===== src/rtl/motor_pkg.sv =====
// motor_pkg: command encodings, internal drive modes and width helpers for motor_drive_ctrl
package motor_pkg;

    localparam logic [2:0] CMD_COAST = 3'd0;
    localparam logic [2:0] CMD_ACC   = 3'd1;
    localparam logic [2:0] CMD_DEC   = 3'd2;
    localparam logic [2:0] CMD_LEFT  = 3'd3;
    localparam logic [2:0] CMD_RIGHT = 3'd4;
    localparam logic [2:0] CMD_FWD   = 3'd5;
    localparam logic [2:0] CMD_BACK  = 3'd6;
    localparam logic [2:0] CMD_STOP  = 3'd7;

    typedef enum logic [2:0] {COAST, RAMP_UP, RAMP_DN, CRUISE, TURN_L, TURN_R, STOPPED} mode_e;

    function automatic int cnt_w(input int n);
        return (n > 1) ? $clog2(n) : 1;
    endfunction

    function automatic mode_e to_mode(input logic [2:0] c);
        case (c)
            CMD_ACC:            return RAMP_UP;
            CMD_DEC:            return RAMP_DN;
            CMD_FWD, CMD_BACK:  return CRUISE;
            CMD_LEFT:           return TURN_L;
            CMD_RIGHT:          return TURN_R;
            CMD_STOP:           return STOPPED;
            default:            return COAST;
        endcase
    endfunction

endpackage


===== src/rtl/pwm_timebase.sv =====
// pwm_timebase: free-running 0..PERIOD-1 counter with a wrap strobe and a synchronous clear
module pwm_timebase
    import motor_pkg::*;
#(
    parameter int PERIOD = 10
) (
    input  logic                     clk,
    input  logic                     rst,
    input  logic                     clr,
    output logic [cnt_w(PERIOD)-1:0] cnt,
    output logic                     wrap
);

    localparam int W = cnt_w(PERIOD);

    logic [W-1:0] cnt_q, cnt_d;

    assign cnt  = cnt_q;
    assign wrap = cnt_q == W'(PERIOD - 1);

    always_comb cnt_d = (clr || wrap) ? '0 : cnt_q + W'(1);

    always_ff @(posedge clk) begin
        if (rst) cnt_q <= '0;
        else     cnt_q <= cnt_d;
    end

endmodule


===== src/rtl/motor_drive_ctrl.sv =====
// motor_drive_ctrl: decodes drive commands into ramped two-wheel PWM, timed turns,
// obstacle braking with hysteresis, direction enables and blinking direction LEDs
module motor_drive_ctrl
    import motor_pkg::*;
#(
    parameter int PWM_PERIOD   = 1_000_000,
    parameter int SPEED_MAX    = 6,
    parameter int DUTY_STEP    = 100_000,
    parameter int RAMP_CYCLES  = 500,
    parameter int TURN_DUTY_HI = 800_000,
    parameter int TURN_DUTY_LO = 0,
    parameter int TURN_CYCLES  = 250_000_000,
    parameter int STOP_CM      = 25,
    parameter int CLEAR_CM     = 30,
    parameter int DIST_W       = 20,
    parameter int BLINK_CYCLES = 50_000_000
) (
    input  logic                             clk,
    input  logic                             rst,
    input  logic [2:0]                       cmd,
    input  logic                             dir,
    input  logic [DIST_W-1:0]                dist_cm,
    input  logic                             dist_valid,
    output logic                             pwm_l,
    output logic                             pwm_r,
    output logic                             fwd,
    output logic                             rev,
    output logic                             green,
    output logic                             red,
    output logic                             brake,
    output logic [$clog2(SPEED_MAX+1)-1:0]   speed,
    output logic                             turn_done
);

    localparam int CW = cnt_w(PWM_PERIOD);
    localparam int DW = cnt_w(PWM_PERIOD + 1);
    localparam int SW = $clog2(SPEED_MAX + 1);
    localparam int RW = cnt_w(RAMP_CYCLES);
    localparam int TW = cnt_w(TURN_CYCLES);
    localparam int BW = cnt_w(BLINK_CYCLES);

    mode_e          mode_q, mode_d;
    logic [RW-1:0]  ramp_q, ramp_d;
    logic [SW-1:0]  speed_q, speed_d;
    logic [TW-1:0]  turn_q, turn_d;
    logic           turn_done_q, turn_done_d;
    logic           obs_q, obs_d;
    logic           fwd_q, rev_q;
    logic           pwm_l_q, pwm_l_d, pwm_r_q, pwm_r_d;
    logic           green_q, green_d, red_q, red_d;

    logic [CW-1:0]  pwm_cnt;
    logic [BW-1:0]  blink_cnt_unused;
    logic           pwm_wrap_unused, blink_wrap;
    logic           chg, brake_now, ramping, ramp_sw, tick, turning;
    logic [DW-1:0]  spd_duty, turn_hi, turn_lo, duty_l, duty_r;

    pwm_timebase #(.PERIOD(PWM_PERIOD)) u_frame (
        .clk  (clk),
        .rst  (rst),
        .clr  (1'b0),
        .cnt  (pwm_cnt),
        .wrap (pwm_wrap_unused)
    );

    pwm_timebase #(.PERIOD(BLINK_CYCLES)) u_blink (
        .clk  (clk),
        .rst  (rst),
        .clr  (chg),
        .cnt  (blink_cnt_unused),
        .wrap (blink_wrap)
    );

    always_comb begin
        mode_d      = to_mode(cmd);
        chg         = dir != fwd_q;
        brake_now   = obs_q & fwd_q;
        ramping     = mode_d == RAMP_UP || mode_d == RAMP_DN;
        ramp_sw     = ramping && (mode_q == RAMP_UP || mode_q == RAMP_DN) && mode_q != mode_d;
        tick        = ramping && !ramp_sw && ramp_q == RW'(RAMP_CYCLES - 1);
        ramp_d      = (!ramping || ramp_sw || tick) ? '0 : ramp_q + RW'(1);
        // direction reversal outranks braking, stop and ramp ticks
        speed_d     = chg ? '0 :
                      brake_now ? speed_q :
                      mode_d == STOPPED ? '0 :
                      (tick && mode_d == RAMP_UP && speed_q != SW'(SPEED_MAX)) ? speed_q + SW'(1) :
                      (tick && mode_d == RAMP_DN && speed_q != '0) ? speed_q - SW'(1) : speed_q;
        turning     = mode_d == TURN_L || mode_d == TURN_R;
        turn_d      = (!turning || mode_d != mode_q) ? '0 :
                      turn_q == TW'(TURN_CYCLES - 1) ? turn_q : turn_q + TW'(1);
        turn_done_d = turning && turn_d == TW'(TURN_CYCLES - 1);
        obs_d       = !dist_valid ? obs_q :
                      dist_cm <= DIST_W'(STOP_CM) ? 1'b1 :
                      dist_cm >= DIST_W'(CLEAR_CM) ? 1'b0 : obs_q;
        spd_duty    = DW'(speed_q) * DW'(DUTY_STEP);
        turn_hi     = turn_done_q ? '0 : DW'(TURN_DUTY_HI);
        turn_lo     = turn_done_q ? '0 : DW'(TURN_DUTY_LO);
        duty_l      = brake_now ? '0 : mode_d == TURN_L ? turn_hi : mode_d == TURN_R ? turn_lo :
                      (mode_d == COAST || mode_d == STOPPED) ? '0 : spd_duty;
        duty_r      = brake_now ? '0 : mode_d == TURN_L ? turn_lo : mode_d == TURN_R ? turn_hi :
                      (mode_d == COAST || mode_d == STOPPED) ? '0 : spd_duty;
        pwm_l_d     = DW'(pwm_cnt) < duty_l;
        pwm_r_d     = DW'(pwm_cnt) < duty_r;
        green_d     = !chg && dir && (green_q ^ blink_wrap);
        red_d       = !chg && !dir && (red_q ^ blink_wrap);
    end

    always_ff @(posedge clk) begin
        if (rst) begin
            mode_q      <= COAST;
            ramp_q      <= '0;
            speed_q     <= '0;
            turn_q      <= '0;
            turn_done_q <= 1'b0;
            obs_q       <= 1'b0;
            fwd_q       <= 1'b0;
            rev_q       <= 1'b0;
            pwm_l_q     <= 1'b0;
            pwm_r_q     <= 1'b0;
            green_q     <= 1'b0;
            red_q       <= 1'b0;
        end else begin
            mode_q      <= mode_d;
            ramp_q      <= ramp_d;
            speed_q     <= speed_d;
            turn_q      <= turn_d;
            turn_done_q <= turn_done_d;
            obs_q       <= obs_d;
            fwd_q       <= dir;
            rev_q       <= ~dir;
            pwm_l_q     <= pwm_l_d;
            pwm_r_q     <= pwm_r_d;
            green_q     <= green_d;
            red_q       <= red_d;
        end
    end

    assign pwm_l     = pwm_l_q;
    assign pwm_r     = pwm_r_q;
    assign fwd       = fwd_q;
    assign rev       = rev_q;
    assign green     = green_q;
    assign red       = red_q;
    assign brake     = obs_q & fwd_q;
    assign speed     = speed_q;
    assign turn_done = turn_done_q;

endmodule


===== config.mk =====
export PLATFORM = sky130hd
export DESIGN_NAME = motor_drive_ctrl
export DESIGN_NICKNAME = d
export VERILOG_FILES = /design/src/rtl/motor_pkg.sv /design/src/rtl/pwm_timebase.sv /design/src/rtl/motor_drive_ctrl.sv
export SDC_FILE = /design/constraint.sdc
export NUM_CORES = 1
export LEC_CHECK = 0
export CAP_MARGIN = 20
export CORE_MARGIN = 2
export CORE_UTILIZATION = 47
export CTS_BUF_LIST = sky130_fd_sc_hd__clkbuf_4 sky130_fd_sc_hd__clkbuf_8
export DETAILED_ROUTE_END_ITERATION = 8
export GPL_TIMING_DRIVEN = 0
export PLACE_DENSITY = 0.77
export SLEW_MARGIN = 20
export SYNTH_ARGS = -nofsm -noshare
export SYNTH_HDL_FRONTEND = slang
export SYNTH_SLANG_ARGS = --single-unit

===== constraint.sdc =====
create_clock -name clk -period 3.2 [get_ports clk]
set_input_delay 0.96 -clock clk [delete_from_list [all_inputs] [get_ports clk]]
set_output_delay 0.96 -clock clk [all_outputs]
set_load 0.01 [all_outputs]

==> impl_results.md <==
* Final wirelength at between 10,000 and 15,000 um
* Register area share after synthesis at around 34%
* Hold endpoint: ramp_q[0]
* Most frequent cells in the layout: nor2_1, dfxtp_1, nand2_1
* DR vias/cell at 5.62
* Max cap viols at 0
* DP Wirelength at ~10000 um
* Area Overhead vs Synth at 15.5%
* FF-to-FF End: pwm_r
* Psw at approximately 0.57 mW
* VDD IR-drop max at approximately 250 uV
* Total GRT Usage at between 20% and 30%
* Synth Register Bits at 97
* Yosys cell types at 78
* Leak at around 2.4 nW
* Root Buffer: clkbuf_8
* Largest net degree at the start of global routing at 19
* Relative slew slack at ~57%
* Mean cell area of the mapped netlist at between 8 and 9 um2
* Hold Startpoint: ramp_q[0]
* RSZ-0062 raised after global routing: no
* Power Dens Cells at 327 nW/um2
* Max stage delay cell, worst path: dfxtp_4
* Hold Path Depth at 1
* Combinational power share at approximately 7.3%
* CTS clk-pin slew, worst paths at around 0.11 ns
* CTS buffer count at 9
* Post-synth top flop: dfxtp_1
* Initial antenna violation count at 0
* CP Class: reg -> reg
* Clock sink count at just under 100
* Setup_tns at 0 ns
* Max-slew violations at 0
* Final Hold Viols at 0
* Cell taking the most area after synthesis: dfxtp_1
* Initial DRT Pass Iterations at 5
* Insertion delay to the later sink of the worst-skew pair at about 0.40 ns
* Worst r2r path cells at 14
* Min Tclk post-route at around 3 ns
* Critical Path Max Stage Delay at ~0.37 ns
* Worst-margin pin slew at 0.651 ns
* Ys async rst share at 0%
* Final cell count without fillers at approximately 900
* # fillers at roughly 1,100
* Antenna cells at 0
* Top post-synthesis cells by area: dfxtp_1, ha_1, nor2_1
* Top-area cell type share of the netlist area at between 30% and 40%
* CTS max path bufs at 2
* DR WL met2 at around 6600 um
* Worst R2R Start: speed[2]
* Met3 wire length at ~550 um
* Hold crit path type: reg -> reg
* GPL Wtd Cong at about 0.86
* Crit end category: flip-flop
* Clk pwr share at between 30% and 40%
* Tcrit/Tclk final at ~94%
* Fmax at 0.331 GHz
* Die area at 13,100 um2
* Routed Antenna Nets at 0
* H-tree depth at 3
* Placed Cells at about 870
* Cell row count at 40
* Power Internal at about 1.6 mW
* M1 wire length at 6090 um
* DRC at 0
* Synthesized area at ~5700 um2
* Core ar. at 12,000 um2
* Vias in the first global route at between 4,000 and 5,000
* Post-Synthesis Cells at approximately 690
* Setup-violating endpoint count in the final report at 0
* Layout cells sized above 1 at approximately an eighth
* Crit-path max FO at 5
* Arr. time, crit path at between 3 and 4 ns
* Initial drt markers at around 380
* Yosys warning total at 0
* Startpoint Class: flip-flop
* Worst EP required at 3.50 ns
* First-pass GRT wire length at ~23,000 um
* Die W at about 110 um
* Initial Util at just under 50%
* Die Y at 115 um
* I/O Buffers at 35
* Syn_nets at about 760
* Commonest non-fill, non-tap cell in the layout: nor2_1
* Routed length per placed instance at 15.0 um
* Grt ovf at 0
* CTS tree: done
* Top layer in use: met4
* Switching share of power at 26.1%
* Outcome: completed
* Layout Nets at 809
* Vias at 5,048
* Number of flops mapped to enable cells by yosys at 0
* Reg power frac at 56.6%
* # IOs at 38
* Worst-path cell chain: buf_4 > ha_1 > inv_1 > ha_2 > ha_2 > or3_1 > o21ai_1 > ha_1 > a211o_1 > a21oi_2 > nor2b_1 > o21ai_1 > a21oi_1 > nor4_2
* Clock Skew at 0.0178 ns
* R2R setup slack at between 0.15 and 0.2 ns
==> worst max path at each step <==
stage	slack, ns	depth (start not counted)	from	end
floorplan	0.03	13	cmd[1]	pwm_r
global placement	-0.89	14	cmd[1]	pwm_r
detailed placement	-0.91	14	cmd[1]	pwm_r
CTS	0.01	16	speed[2]	pwm_r
global route	0.0006	18	speed[0]	pwm_r
finish	0.18	14	speed[2]	pwm_r
==> final cells by class <==
type                    instances  area, um2  share of cell area (%)
plain buffers                  34        206                    3.11
flip-flops and latches         97       1950                    29.4
well taps                     147        184                    2.77
inverters                      22       82.6                    1.24
multi-input cells             538       3620                    54.5
clock inverters                 6       57.6                   0.867
clock buffers                  10        131                    1.98
repair buffers                 44        407                    6.12
==> flip-flops by register name (all words and copies together), names as in the netlist <==
signal	count
turn_q	28
u_blink.cnt	26
u_frame.cnt	20
ramp_q	9
mode_q	3
speed	3
fwd	1
green	1
obs_q	1
pwm_l	1
pwm_r	1
red	1
rev	1
turn_done	1
==> power by group through the flow <==
stage	logic (mW)	clock network, mW	registers, mW
after detailed placement	0.148	0	1.26
after global routing	0.177	0.860	1.23
final	0.159	0.782	1.23
after floorplan	0.0815	0	1.26
after CTS	0.152	0.807	1.23
after global placement	0.144	0	1.26
==> kinds of logic (layout without fill, tap and decap cells) <==
logic type,after synthesis,in the layout,share of synthesized area [%]
AOI/OAI and AO/OA,90,90,10.7
buffers and inverters,57,116,4.66
muxes,3,3,0.522
and+or+nand+nor,327,327,29.9
xor gates and xnor gates,82,82,12.5
DFF,97,97,33.8
adders and majority gates,36,36,7.97
==> through the flow <==
step | total power [mW] | cell area [um2] | utilization (%) | hold WS [ns] | setup slack, ns
3_5_place_dp | 1.41 | 6280 | 52.5 | 0.440 | -0.911
5_1_grt | 2.27 | 6640 | 55.5 | 0.507 | 0.000615
6_report | 2.17 | 6640 | 55.5 | 0.457 | 0.178
2_1_floorplan | 1.34 | 5750 | - | 0.413 | 0.0304
3_3_place_gp | 1.40 | 6280 | 52.5 | 0.424 | -0.886
4_1_cts | 2.19 | 6510 | 54.4 | 0.461 | 0.0106
==> layer usage <==
layer	vias up	track usage [%]
li1	2539	-
met1	2395	27.5
met2	91	35.4
met3	23	5.13
met4	0	7.89
met5	-	0
==> worst max-delay path: cells and delay by family, from the launching register on <==
family / cells / cell delay [ns]
AND/OR/NAND/NOR: 3 / 0.66
buffers and inverters: 2 / 0.19
flip-flops: 1 / 0.37
AO/OA/AOI/OAI: 5 / 0.81
adder cells (fa/ha/maj): 4 / 0.89
==> cells in the mapped netlist (all sizes together) (3+ instances only) <==
cell type  number
nor4b           7
or3             8
nand2b          8
nor3           17
a21boi          3
a211oi          5
a211o           3
nor2          118
nand3          31
xor2           46
ha             35
a2111oi         3
nor2b           6
a21o            4
o2111ai         4
a31oi           4
and3           14
o21ai          22
nand2          48
nor3b           6
inv            22
mux2i           3
and3b           3
dfxtp          97
or4             6
xnor2          36
clkbuf         19
buf            16
o211ai          5
and2            3
nor4           12
nand4          27
a21oi          19
==> repair_timing <==
| action | CTS | global route |
|---|---|---|
| setup buffers | 0 | 9 |
| setup endpoints to repair | 2 | 2 |
| hold endpoints to repair | 0 | 0 |
| resized for setup | 21 | 29 |
| pin swaps | 2 | 10 |
| hold buffers | 0 | 0 |
Note: power is estimated with default switching activity, not from simulation.
